--- config.mk ---
export PLATFORM = sky130hd
export DESIGN_NAME = udp_frame_reader
export DESIGN_NICKNAME = d
export VERILOG_FILES = /design/src/rtl/udp_frame_reader.sv
export SDC_FILE = /design/constraint.sdc
export NUM_CORES = 1
export LEC_CHECK = 0
export ABC_CLOCK_PERIOD_IN_PS = 6100
export BUFFER_PORTS_ARGS = -buffer_cell sky130_fd_sc_hd__clkbuf_2
export CORE_MARGIN = 2
export CORE_UTILIZATION = 61
export CTS_CLUSTER_SIZE = 14
export DETAILED_ROUTE_END_ITERATION = 10
export GPL_TIMING_DRIVEN = 0
export HOLD_SLACK_MARGIN = 0.08
export PLACE_DENSITY = 0.85
export SETUP_SLACK_MARGIN = 0.15
export SLEW_MARGIN = 15
export SYNTH_ARGS = -nofsm -noshare
export SYNTH_HDL_FRONTEND = slang
export SYNTH_SLANG_ARGS = --single-unit
--- constraint.sdc ---
create_clock -name clk -period 6.1 [get_ports clk]
set_input_delay 0.61 -clock clk [delete_from_list [all_inputs] [get_ports clk]]
set_output_delay 0.61 -clock clk [all_outputs]
set_load 0.02 [all_outputs]
--- src/rtl/udp_frame_reader.sv ---
`default_nettype none
// ============================================================================
// Module      : udp_frame_reader
// Description : Collects one UDP payload (byte stream, IN_BYTES bytes per beat)
//               into a CAPACITY-byte staging buffer and publishes complete
//               frames atomically to o_data with a one-cycle o_valid pulse.
//               Oversize frames are dropped (o_err_ovf). Short frames are
//               flagged with o_err_short and are either discarded or published
//               zero-padded, depending on PAD_SHORT.
// Ports       : clk, rst (async, active-high)
//               i_valid/i_data/i_keep/i_last : input beat stream, no backpressure
//               o_data/o_len                 : last published frame and its length
//               o_valid/o_err_ovf/o_err_short: one-cycle event pulses
//               o_busy                       : frame in progress
// Revision    : 1.0 - initial release
// ============================================================================
module udp_frame_reader #(
  parameter int CAPACITY   = 4,
  parameter int IN_BYTES   = 1,
  parameter int BIG_ENDIAN = 1,
  parameter int PAD_SHORT  = 0
) (
  input  logic                          clk,
  input  logic                          rst,
  input  logic                          i_valid,
  input  logic [IN_BYTES*8-1:0]         i_data,
  input  logic [IN_BYTES-1:0]           i_keep,
  input  logic                          i_last,
  output logic [CAPACITY*8-1:0]         o_data,
  output logic [$clog2(CAPACITY+1)-1:0] o_len,
  output logic                          o_valid,
  output logic                          o_err_ovf,
  output logic                          o_err_short,
  output logic                          o_busy
);

  localparam int c_CNT_W = $clog2(CAPACITY + 1);
  // Wide enough for cnt + n at its maximum, so the overflow compare never wraps.
  localparam int c_SUM_W = $clog2(CAPACITY + IN_BYTES + 1);
  localparam int c_N_W   = $clog2(IN_BYTES + 1);
  localparam logic [c_SUM_W-1:0] c_CAP_S = c_SUM_W'(CAPACITY);

  typedef enum logic [1:0] {
    S_IDLE = 2'd0,
    S_FILL = 2'd1,
    S_DROP = 2'd2
  } state_t;

  state_t                    state_q, state_d;
  logic [c_CNT_W-1:0]        cnt_q, cnt_d;
  logic [CAPACITY*8-1:0]     stage_q, stage_d;
  logic [CAPACITY*8-1:0]     data_q, data_d;
  logic [c_CNT_W-1:0]        len_q, len_d;
  logic                      valid_q, valid_d;
  logic                      ovf_q, ovf_d;
  logic                      short_q, short_d;

  logic [c_N_W-1:0]          w_n_keep;
  logic [c_N_W-1:0]          w_n;
  logic [c_CNT_W-1:0]        w_base;
  logic [CAPACITY*8-1:0]     w_stage_base;
  logic [c_SUM_W-1:0]        w_sum;
  logic                      w_fits;
  logic [CAPACITY*8-1:0]     w_merged;

  // Output slot for the b-th byte of the frame.
  function automatic int slot(input int b);
    return (BIG_ENDIAN != 0) ? (CAPACITY - 1 - b) : b;
  endfunction

  // Bytes carried by this beat: full beat unless it is the last one.
  always_comb begin
    w_n_keep = '0;
    for (int k = 0; k < IN_BYTES; k++) begin
      w_n_keep = w_n_keep + c_N_W'(i_keep[k]);
    end
    w_n = i_last ? w_n_keep : c_N_W'(IN_BYTES);
  end

  // A beat seen in IDLE starts a new frame: offset 0 on a cleared buffer.
  assign w_base       = (state_q == S_IDLE) ? '0 : cnt_q;
  assign w_stage_base = (state_q == S_IDLE) ? '0 : stage_q;
  assign w_sum        = c_SUM_W'(w_base) + c_SUM_W'(w_n);
  assign w_fits       = (w_sum <= c_CAP_S);

  // Staging buffer with the current beat merged at offset w_base.
  always_comb begin
    w_merged = w_stage_base;
    for (int b = 0; b < CAPACITY; b++) begin
      for (int k = 0; k < IN_BYTES; k++) begin
        if ((c_N_W'(k) < w_n) &&
            ((c_SUM_W'(w_base) + c_SUM_W'(k)) == c_SUM_W'(b))) begin
          w_merged[slot(b)*8 +: 8] = i_data[k*8 +: 8];
        end
      end
    end
  end

  always_comb begin
    state_d = state_q;
    cnt_d   = cnt_q;
    stage_d = stage_q;
    data_d  = data_q;
    len_d   = len_q;
    valid_d = 1'b0;
    ovf_d   = 1'b0;
    short_d = 1'b0;
    case (state_q)
      S_IDLE, S_FILL: begin
        if (i_valid) begin
          if (!w_fits) begin
            if (i_last) begin
              ovf_d   = 1'b1;
              state_d = S_IDLE;
            end else begin
              state_d = S_DROP;
            end
          end else if (i_last) begin
            state_d = S_IDLE;
            if (w_sum == c_CAP_S) begin
              data_d  = w_merged;
              len_d   = w_sum[c_CNT_W-1:0];
              valid_d = 1'b1;
            end else begin
              short_d = 1'b1;
              if (PAD_SHORT != 0) begin
                // Unwritten bytes are zero because the buffer starts cleared.
                data_d  = w_merged;
                len_d   = w_sum[c_CNT_W-1:0];
                valid_d = 1'b1;
              end
            end
          end else begin
            stage_d = w_merged;
            cnt_d   = w_sum[c_CNT_W-1:0];
            state_d = S_FILL;
          end
        end
      end
      S_DROP: begin
        if (i_valid && i_last) begin
          ovf_d   = 1'b1;
          state_d = S_IDLE;
        end
      end
      default: state_d = S_IDLE;
    endcase
  end

  always_ff @(posedge clk or posedge rst) begin
    if (rst) begin
      state_q <= S_IDLE;
      cnt_q   <= '0;
      stage_q <= '0;
      data_q  <= '0;
      len_q   <= '0;
      valid_q <= 1'b0;
      ovf_q   <= 1'b0;
      short_q <= 1'b0;
    end else begin
      state_q <= state_d;
      cnt_q   <= cnt_d;
      stage_q <= stage_d;
      data_q  <= data_d;
      len_q   <= len_d;
      valid_q <= valid_d;
      ovf_q   <= ovf_d;
      short_q <= short_d;
    end
  end

  assign o_data      = data_q;
  assign o_len       = len_q;
  assign o_valid     = valid_q;
  assign o_err_ovf   = ovf_q;
  assign o_err_short = short_q;
  assign o_busy      = (state_q != S_IDLE);

endmodule
`default_nettype wire
======== Yosys cells after proc, flatten, opt, wreduce, memory -nomap -nowiden ========
Index checks and enable logic that the tools add are counted.
W data, S select, Z words.
cells by class
  order comparisons ....................... 2
  bitwise gates (word level) .............. 1
  $add $sub $neg .......................... 1
  equal/unequal tests ..................... 8
  muxes and demuxes ....................... 28
  reduce and logical (&&, ||, !) cells .... 12
operators with widths
  operator              count
  $mux W32              1
  $mux W8               4
  $mux W1               16
  $mux W2               4
  $eq A3 B2 Y1 const B  2
  $logic_and A1 B1 Y1   5
  $reduce_and A5 Y1     1
  $ne A2 B2 Y1 const B  2
  $pmux W2 S2           1
  $reduce_and A4 Y1     1
  $add A3 B1 Y3         1
  $eq A3 B1 Y1 const B  1
  $eq A3 B3 Y1 const B  1
  $le A3 B3 Y1 const B  1
  $logic_not A3 Y1      1
  $mux W3               1
  $eq A2 B1 Y1 const B  1
  $eq A2 B2 Y1 const B  1
  $logic_not A2 Y1      1
  $pmux W1 S2           1
  $reduce_and A2 Y1     1
  $reduce_bool A2 Y1    1
  $reduce_or A2 Y1      1
  $lt A1 B1 Y1 const A  1
  $not A1 Y1            1
storage, ports and cells
  word-level logic and storage cells ...... 60
  register bits after elaboration ......... 75
  output and inout bits ................... 39
  input bits .............................. 13

======== Logic depth before layout (Yosys ltp) ========
Gate-level depths: netlist of run 1.
  depth after elaboration ................. 9
  gate-level depth with buffers ........... 9
  gate-level depth less buffers ........... 7

======== Least setup slack after synthesis of run 1 ========
OpenSTA, ideal clock, no wires.
  path kind ............................... input to register
  start ................................... input port i_last
  end ..................................... register data_q[0] (netlist: o_data[0])
  data arrival time ....................... 2468 ps
  stages .................................. 9
  path slack .............................. 3507 ps
  path buffers ............................ 2
  data required time ...................... 5975 ps
  setup time .............................. 125 ps
  path through ............................ nor2b_1 > buf_2 > nor2_1 > ha_1 > inv_1 > xnor2_1 > nor4_4 > buf_6 > mux2_2
between the ends
  longest elaborated chain between the ends .. 4
  elaborated cells between the ends (all ways) .. 8
  classes of those cells .................. 1 x add/sub; 2 x order compare; 1 x eq/ne; 2 x mux; 2 x reduce/logical
ends and longest elaborated chain
  item                                                           RTL line  source
  start, declared                                                28        input logic i_last,
  $mux W1                                                        77        w_n = i_last ? w_n_keep : c_N_W'(IN_BYTES);
  $add A3 B1 Y3 / $lt A1 B1 Y1 (equally long branches)           83, 91
  $le A3 B3 Y1 (tied with other cells)                           84        assign w_fits = (w_sum <= c_CAP_S);
  $reduce_and A5 Y1 (no line) / $mux W8 (equally long branches)  --
  end signal, assigned                                           164       data_q <= data_d;
  end, declared                                                  52        logic [CAPACITY*8-1:0] data_q, data_d;
Parallel ways exist; a longest one is shown, timed or not.
A chain may end at the register's enable or synchronous reset.

======== Worst setup path after layout of run 1 ========
  start ................................... register state_q[1]
  end ..................................... register data_q[7] (netlist: o_data[7])
between the ends
  longest elaborated chain between the ends .. 5
  elaborated cells between the ends (all ways) .. 12
  classes of those cells .................. 1 x add/sub; 1 x order compare; 3 x eq/ne; 3 x mux; 4 x reduce/logical
ends and longest elaborated chain
  item                                                           RTL line     source
  start, declared                                                49           state_t state_q, state_d;
  start signal, assigned                                         161          state_q <= state_d;
  $logic_not A2 Y1                                               81, 82, 108
  $mux W3                                                        81           assign w_base = (state_q == S_IDLE) ? '0 : cnt_q;
  $add A3 B1 Y3 / $eq A3 B2 Y1 (equally long branches)           83, 92
  $le A3 B3 Y1 (tied with other cells)                           84
  $reduce_and A5 Y1 (no line) / $mux W8 (equally long branches)  --
Parallel ways exist; a longest one is shown, timed or not.

==> impl_table.tex, run 1 <==
\begin{tabular}{lr}
\hline
Metric & Value \\
\hline
\multicolumn{2}{l}{\textbf{Status}} \\
\quad Outcome & finished clean \\
\multicolumn{2}{l}{\textbf{Worst setup path}} \\
\quad Worst endpoint required time & 6.34 ns \\
\quad Slack of the worst reg-to-reg path & 3.32 ns \\
\quad Critical path start-end classification & flop to flop \\
\quad Worst flop-to-flop path startpoint & state\_q[1] \\
\quad Total buffers and inverters traversed by the critical path & 2 \\
\quad Crit Path Max Fanout & 10 \\
\quad First element of the critical path & state\_q[1] \\
\quad Termination of the worst setup path & o\_data[7] \\
\quad Capturing element type of the critical path & flop \\
\quad Critical Path, Cell by Cell & o21ai\_1 > nor2\_1 > ha\_1 > inv\_1 > xnor2\_1 > nor4\_4 > buf\_6 > mux2\_2 \\
\quad Cell class contributing the biggest share of worst-path delay & simple AND/OR/NAND/NOR gates \\
\quad End of the worst register-to-register path & o\_data[7] \\
\quad CP max stage cell & sky130\_fd\_sc\_hd\_\_nor4\_4 \\
\quad Type of origin of the critical path & flop \\
\quad Stages on the worst setup path & 8 \\
\quad Reg2Reg Depth & 8 \\
\quad Largest stage delay on the critical path & 0.68 ns \\
\quad Critical path data arrival time & 3.02 ns \\
\multicolumn{2}{l}{\textbf{Floorplanning}} \\
\quad Vert. Die Dim & 79.3 um \\
\quad Die width & 79.3 um \\
\quad Boundary Pins & 52 \\
\quad Standard cell core area & 5470 sq um \\
\quad Placement Rows & 27 \\
\quad Total Die Area & 6280 sq um \\
\quad Starting Density & 63.1\% \\
\multicolumn{2}{l}{\textbf{STA}} \\
\quad Final worst path period share & 45.6\% \\
\quad Max Slew Vio Count & 0 \\
\quad Worst clock skew & 0.0109 ns \\
\quad Final count of hold timing violations & 0 \\
\quad Peak clock frequency supported by timing & 0.359 GHz \\
\quad Time the final worst path needs with I/O delays and setup & 2.78 ns \\
\quad Final count of negative-setup-slack endpoints & 0 \\
\quad Remaining max-slew budget at the tightest pin & 38.8\% \\
\quad RSZ-0062 raised after global routing & false \\
\quad Slew at the pin with the worst max-slew slack & 0.918 ns \\
\quad Final total negative setup slack & 0 ns \\
\multicolumn{2}{l}{\textbf{Job}} \\
\quad Max-Cap Viols & 0 \\
\multicolumn{2}{l}{\textbf{Power and ir drop}} \\
\quad Clock network fraction of total power & 35.3\% \\
\quad Fraction of power spent switching nets & 28.0\% \\
\quad Total design power & 1.22 mW \\
\quad Sw power & 341 uW \\
\quad Share of power burned in registers & 47.4\% \\
\quad VDD IR max & 0.237 mV \\
\quad Design internal power & 878 uW \\
\quad Part of the total power dissipated in combinational logic & 17.3\% \\
\quad Leakage power & 2.00 nW \\
\quad Power density relative to cell area & 301 nW/um\^{}2 \\
\multicolumn{2}{l}{\textbf{Route}} \\
\quad First-pass detailed-route iteration total & 4 \\
\quad Residual DRC count & 0 \\
\quad Final wirelength & 7370 um \\
\quad First DRT Iteration DRCs & 201 \\
\quad Remaining antenna violation count after routing & 0 \\
\quad Routed length per placed instance & 18.0 um \\
\quad Vias per std cell & 5.97 \\
\quad DR vias & 2443 \\
\multicolumn{2}{l}{\textbf{CTS}} \\
\quad Clock transition at the register clock pins on the worst setup and hold paths after CTS & 0.08 ns \\
\quad H-tree lvl count & 3 \\
\quad Number of hold buffers added after cts & 0 \\
\quad Quantity of gates resized following cts & 0 \\
\quad Post-CTS Repair Setup Buffers & 0 \\
\quad Maximum root-to-sink buffer count & 2 \\
\quad CTS Sinks & 75 \\
\quad Clock tree from TritonCTS & built \\
\quad Buffer type at the clock tree root & sky130\_fd\_sc\_hd\_\_clkbuf\_8 \\
\quad Worst-Skew Late Latency & 0.36 ns \\
\quad Number of buffers created by CTS & 9 \\
\multicolumn{2}{l}{\textbf{Synth}} \\
\quad Share of synthesized area occupied by flip-flops and latches & 54.3\% \\
\quad Top cells by area, synth & sky130\_fd\_sc\_hd\_\_dfrtp\_1, sky130\_fd\_sc\_hd\_\_mux2\_2, sky130\_fd\_sc\_hd\_\_mux2i\_1, sky130\_fd\_sc\_hd\_\_a22o\_1, sky130\_fd\_sc\_hd\_\_nand2\_1 \\
\quad Post-synthesis sequential element count & 75 \\
\quad Net Count, Synth & 283 \\
\quad Post-synth top area share & 54.3\% \\
\quad Per-instance average area after synthesis & 12.8 sq um \\
\quad Yosys cell types & 35 \\
\quad Cell area after synthesis & 3460 sq um \\
\quad Number of standard cells after synthesis & 269 \\
\quad Ys Warns & 0 \\
\quad Dominant cell type by area after synthesis & sky130\_fd\_sc\_hd\_\_dfrtp\_1 \\
\multicolumn{2}{l}{\textbf{Layout}} \\
\quad Final design area excluding fillers & 4060 sq um \\
\quad Antenna Diode Count & 0 \\
\quad Share of layout cells above drive strength 1 & 37.1\% \\
\quad Storage element area & 1880 sq um \\
\quad Number of filler instances in the final layout & 382 \\
\quad Area growth from synthesis to final layout & 17.3\% \\
\quad Post-Layout Cell Count & 409 \\
\quad Area used by multi-input combinational logic & 1460 sq um \\
\quad Total Nets Final & 346 \\
\quad Final cell utilization of the core & 74.1\% \\
\multicolumn{2}{l}{\textbf{Global routing}} \\
\quad Total track usage & 26.0\% \\
\quad Wire length of the first global-routing pass & 12200 um \\
\quad Vias in the first global route & 2380 \\
\quad Overflow left after global routing & 0 \\
\quad Pin count of the biggest net entering global routing & 50 \\
\quad Number of antenna violations at the first check in global routing & 0 \\
\multicolumn{2}{l}{\textbf{Placement}} \\
\quad DP Wirelength & 4980 um \\
\quad Placed instance count & 393 \\
\quad Area post-placement & 3830 sq um \\
\quad Port bufs & 51 \\
\quad Weighted congestion at the end of routability-driven global placement & 0.854 \\
\multicolumn{2}{l}{\textbf{Hold path}} \\
\quad Type of the worst min-delay path & input port to async pin \\
\hline
\end{tabular}
area by class of cell:
class / instances / share of cell area, %
multi-input combinational: 170 / 36.0
tap: 72 / 2.22
sequential: 75 / 46.3
timing repair buffer: 52 / 6.97
inverter: 12 / 1.17
buffer: 12 / 1.85
clock inverter: 6 / 2.13
clock buffer: 10 / 3.39
power groups by stage:
stage               Sequential (mW)  Clock, mW  Combinational (mW)
detailed placement            0.586          0               0.210
CTS                           0.576      0.434               0.212
global route                  0.584      0.452               0.229
global placement              0.584          0               0.201
finish                        0.577      0.431               0.211
floorplan                     0.591          0               0.144
synth_stat cells (all sizes together):
master  number
nor2b        4
o211a        2
xnor2        2
buf         12
a32o         8
nor2         3
mux2        43
nor4         3
o21a         2
o211ai       1
o41a         1
o22ai        1
nor4b        1
nor3b        2
inv         12
xor2         1
a22o        24
o221ai       3
or2          3
o21ai        7
nand2       27
nand2b       2
dfrtp       75
ha           1
or3          1
a21oi        3
mux2i       24
or3b         1
routing by layer:
metal / vias up / global-route usage [%] / share of wire (%)
met5: - / 0 / 0
met4: 0 / 11.4 / 1.8
met3: 10 / 4.66 / 4.5
met2: 67 / 40.8 / 50
met1: 1250 / 35.5 / 44
li1: 1116 / - / -
how the worst min path moves through the flow:
stage	slack, ns	depth (start not counted)	start	to
3_5_place_dp	0.46	1	o_len[2]	o_len[2]
4_1_cts	0.23	2	rst	o_data[5]
3_3_place_gp	0.46	1	o_len[2]	o_len[2]
6_report	0.22	2	rst	o_data[5]
2_1_floorplan	0.47	1	stage_q[10]	stage_q[10]
5_1_grt	0.26	2	rst	o_data[20]
per-stage QoR:
| step | setup WS (ns) | hold slack, ns |
|---|---|---|
| after floorplan | 3.51 | 0.466 |
| after global placement | 2.78 | 0.457 |
| after detailed placement | 3.03 | 0.462 |
| after CTS | 3.30 | 0.225 |
| after global routing | 3.11 | 0.260 |
| final | 3.32 | 0.220 |
state kept, by name, indices dropped and copies added, names as in the netlist:
signal	flops
o_data	32
cnt_q	3
state_q	2
o_err_ovf	1
o_len	3
o_err_short	1
o_valid	1
stage_q	32
worst reg2reg max path, cell delays in order (launching register included):
cell and delay (ns):
sky130_fd_sc_hd__dfrtp_1 0.46, sky130_fd_sc_hd__o21ai_1 0.32, sky130_fd_sc_hd__nor2_1 0.09, sky130_fd_sc_hd__ha_1 0.25, sky130_fd_sc_hd__inv_1 0.13, sky130_fd_sc_hd__xnor2_1 0.13, sky130_fd_sc_hd__nor4_4 0.69, sky130_fd_sc_hd__buf_6 0.26
sky130_fd_sc_hd__mux2_2 0.35
kinds of logic after synthesis:
logic type / count (synthesis) / share of synthesized area [%]
and+or+nand+nor: 47 / 7.42
buffers and inverters: 24 / 3.48
muxes: 67 / 21.0
AOI/OAI and AO/OA: 52 / 12.7
xor gates and xnor gates: 3 / 0.760
DFF: 75 / 54.3
adders and majority gates: 1 / 0.362
cells in the final DEF, fill, tap and decap left out, drive strengths merged, types with 4 or more instances in the layout:
cell type	n
mux2i	24
nor2b	4
clkbuf	61
a22o	24
a32o	8
o21ai	7
buf	13
nand2	27
inv	13
dfrtp	75
mux2	43
Note: power is estimated with default switching activity, not from simulation.
==> run 2: changes to the inputs <==
--- a/config.mk
+++ b/config.mk
@@ -5,15 +5,15 @@
 export SDC_FILE = /design/constraint.sdc
 export NUM_CORES = 1
 export LEC_CHECK = 0
-export ABC_CLOCK_PERIOD_IN_PS = 6100
+export ABC_CLOCK_PERIOD_IN_PS = 2420
 export BUFFER_PORTS_ARGS = -buffer_cell sky130_fd_sc_hd__clkbuf_2
 export CORE_MARGIN = 2
-export CORE_UTILIZATION = 61
+export CORE_UTILIZATION = 51
 export CTS_CLUSTER_SIZE = 14
 export DETAILED_ROUTE_END_ITERATION = 10
 export GPL_TIMING_DRIVEN = 0
 export HOLD_SLACK_MARGIN = 0.08
-export PLACE_DENSITY = 0.85
+export PLACE_DENSITY = 0.75
 export SETUP_SLACK_MARGIN = 0.15
 export SLEW_MARGIN = 15
 export SYNTH_ARGS = -nofsm -noshare
==> constraint.sdc (replaced) <==
create_clock -name clk -period 2.42 [get_ports clk]
set_input_delay 0.242 -clock clk [delete_from_list [all_inputs] [get_ports clk]]
set_output_delay 0.242 -clock clk [all_outputs]
set_load 0.02 [all_outputs]
==> impl_table.tex, run 2 (same netlist as run 1, synthesis figures left out) <==
\begin{tabular}{lr}
\hline
Metric & Value \\
\hline
\multicolumn{2}{l}{\textbf{Placement}} \\
\quad Weighted congestion at the end of routability-driven global placement & 0.814 \\
\quad Area post-placement & 3840 sq um \\
\quad Worst setup timing slack at the placement stage & -0.297 ns \\
\quad Port bufs & 51 \\
\quad DP Wirelength & 5140 um \\
\quad Placed instance count & 398 \\
\multicolumn{2}{l}{\textbf{Layout}} \\
\quad Most frequent standard cell in the layout excluding fill and tap cells & sky130\_fd\_sc\_hd\_\_dfrtp\_1 \\
\quad Share of layout cells above drive strength 1 & 42.5\% \\
\quad Antenna Diode Count & 0 \\
\quad Area growth from synthesis to final layout & 22.1\% \\
\quad Post-Layout Cell Count & 425 \\
\quad Final design area excluding fillers & 4220 sq um \\
\quad Most used cells in the layout excluding fill and tap cells & sky130\_fd\_sc\_hd\_\_dfrtp\_1, sky130\_fd\_sc\_hd\_\_clkbuf\_2, sky130\_fd\_sc\_hd\_\_mux2\_2 \\
\quad Total Nets Final & 357 \\
\quad Final cell utilization of the core & 65.3\% \\
\multicolumn{2}{l}{\textbf{Worst setup path}} \\
\quad Critical path start-end classification & flop to flop \\
\quad Capturing element type of the critical path & flop \\
\quad Type of origin of the critical path & flop \\
\quad Crit Path Max Fanout & 10 \\
\quad Critical path data arrival time & 2.47 ns \\
\quad Worst endpoint required time & 2.66 ns \\
\multicolumn{2}{l}{\textbf{Global routing}} \\
\quad Global Route met2 Usage & 35.7\% \\
\quad Number of antenna violations at the first check in global routing & 0 \\
\quad Total track usage & 22.7\% \\
\quad Pin count of the biggest net entering global routing & 46 \\
\quad Overflow left after global routing & 0 \\
\quad GRT busiest layer & met2 \\
\quad Vias in the first global route & 2444 \\
\quad Met3 GRT Util & 4.38\% \\
\quad Met1 layer usage reported by global route & 30.8\% \\
\quad Wire length of the first global-routing pass & 12800 um \\
\multicolumn{2}{l}{\textbf{STA}} \\
\quad Final count of negative-setup-slack endpoints & 0 \\
\quad Remaining max-slew budget at the tightest pin & 50.0\% \\
\quad Worst clock skew & 0.00823 ns \\
\quad Max Slew Vio Count & 0 \\
\quad Final count of hold timing violations & 0 \\
\quad Worst hold margin & 0.186 ns \\
\quad Final total negative setup slack & 0 ns \\
\quad Time the final worst path needs with I/O delays and setup & 2.23 ns \\
\quad RSZ-0062 raised after global routing & false \\
\quad Final worst path period share & 92.1\% \\
\quad Slew at the pin with the worst max-slew slack & 0.744 ns \\
\quad Peak clock frequency supported by timing & 0.449 GHz \\
\quad Final critical-path setup slack & 0.191 ns \\
\multicolumn{2}{l}{\textbf{Route}} \\
\quad Vias per std cell & 5.90 \\
\quad Remaining antenna violation count after routing & 0 \\
\quad Final wirelength & 7840 um \\
\quad First DRT Iteration DRCs & 218 \\
\quad DR vias & 2509 \\
\quad First-pass detailed-route iteration total & 4 \\
\quad Residual DRC count & 0 \\
\quad Routed length per placed instance & 18.4 um \\
\multicolumn{2}{l}{\textbf{Floorplanning}} \\
\quad Starting Density & 53.5\% \\
\quad Die width & 86.3 um \\
\quad Standard cell core area & 6460 sq um \\
\quad Placement Rows & 29 \\
\quad Vert. Die Dim & 86.3 um \\
\quad Boundary Pins & 52 \\
\quad Total Die Area & 7450 sq um \\
\multicolumn{2}{l}{\textbf{CTS}} \\
\quad Clock transition at the register clock pins on the worst setup and hold paths after CTS & 0.08 ns \\
\quad CTS Sinks & 75 \\
\quad Buffer type at the clock tree root & sky130\_fd\_sc\_hd\_\_clkbuf\_8 \\
\quad Clock tree from TritonCTS & built \\
\quad H-tree lvl count & 3 \\
\quad Number of buffers created by CTS & 9 \\
\quad Maximum root-to-sink buffer count & 2 \\
\quad Worst-Skew Late Latency & 0.35 ns \\
\multicolumn{2}{l}{\textbf{Power and ir drop}} \\
\quad Leakage power & 2.05 nW \\
\quad Power density relative to cell area & 697 nW/um\^{}2 \\
\quad VDD IR max & 0.473 mV \\
\quad Total design power & 2.94 mW \\
\multicolumn{2}{l}{\textbf{Hold path}} \\
\quad Type of the worst min-delay path & input port to flop \\
\multicolumn{2}{l}{\textbf{Job}} \\
\quad Max-Cap Viols & 0 \\
\multicolumn{2}{l}{\textbf{Status}} \\
\quad Outcome & finished clean \\
\hline
\end{tabular}
run 2: changes by cell type in the layout (fill, tap and decap cells not counted), moves of 3 or more:
| cell | previous run | this run |
|---|---|---|
| sky130_fd_sc_hd__buf_4 | 0 | 10 |
| sky130_fd_sc_hd__clkinvlp_4 | 1 | 4 |
| sky130_fd_sc_hd__dfrtp_1 | 75 | 72 |
| sky130_fd_sc_hd__dfrtp_2 | 0 | 3 |
| sky130_fd_sc_hd__o221ai_1 | 3 | 0 |
| sky130_fd_sc_hd__o221ai_2 | 0 | 3 |
run 2: layer usage:
metal / up-vias / routed length, um
met2: 94 / 3690
met5: - / 0
met3: 18 / 484
met4: 0 / 189
met1: 1253 / 3470
li1: 1144 / -
run 2: layout make-up:
type                       count  area [sq um]
fill                         506          2240
multi-input combinational    170          1550
sequential                    75          1880
tap                           77          96.3
clock inverter                 7          52.6
buffer                        12          85.1
timing repair buffer          63           380
inverter                      12          47.5
clock buffer                   9           124
run 2: what timing repair did:
item	4_1_cts	5_1_grt
hold endpoints to repair	30	0
pin swaps	3	3
endpoints found under the setup margin	71	49
hold buffers	1	0
buffers inserted	7	3
gates resized for setup	13	11
run 2: worst max-delay path, stage by stage (launching register included):
cell,delay (ns)
sky130_fd_sc_hd__dfrtp_2,0.48
sky130_fd_sc_hd__or3b_2,0.57
sky130_fd_sc_hd__a21oi_4,0.32
sky130_fd_sc_hd__o21a_1,0.25
sky130_fd_sc_hd__buf_6,0.16
sky130_fd_sc_hd__mux2_2,0.33
run 2: worst paths after layout:
check	startpoint	to	slack (ns)	cells past startpoint
max reg2reg	state_q[1]	cnt_q[1]	0.19	5
min	i_last	o_err_short	0.19	3
max in group asynchronous	rst	stage_q[17]	1.43	4
min reg2reg	o_len[2]	o_len[2]	0.47	1
min in group asynchronous	rst	o_err_short	0.43	3
max	state_q[1]	cnt_q[1]	0.19	5
run 2: power breakdown:
part	leakage (nW)	switching, mW	total, mW	internal [mW]
clock network	0.0783	0.496	0.873	0.376
logic	0.959	0.336	0.605	0.269
registers	1.01	0.0847	1.46	1.38
total	2.05	0.917	2.94	2.02
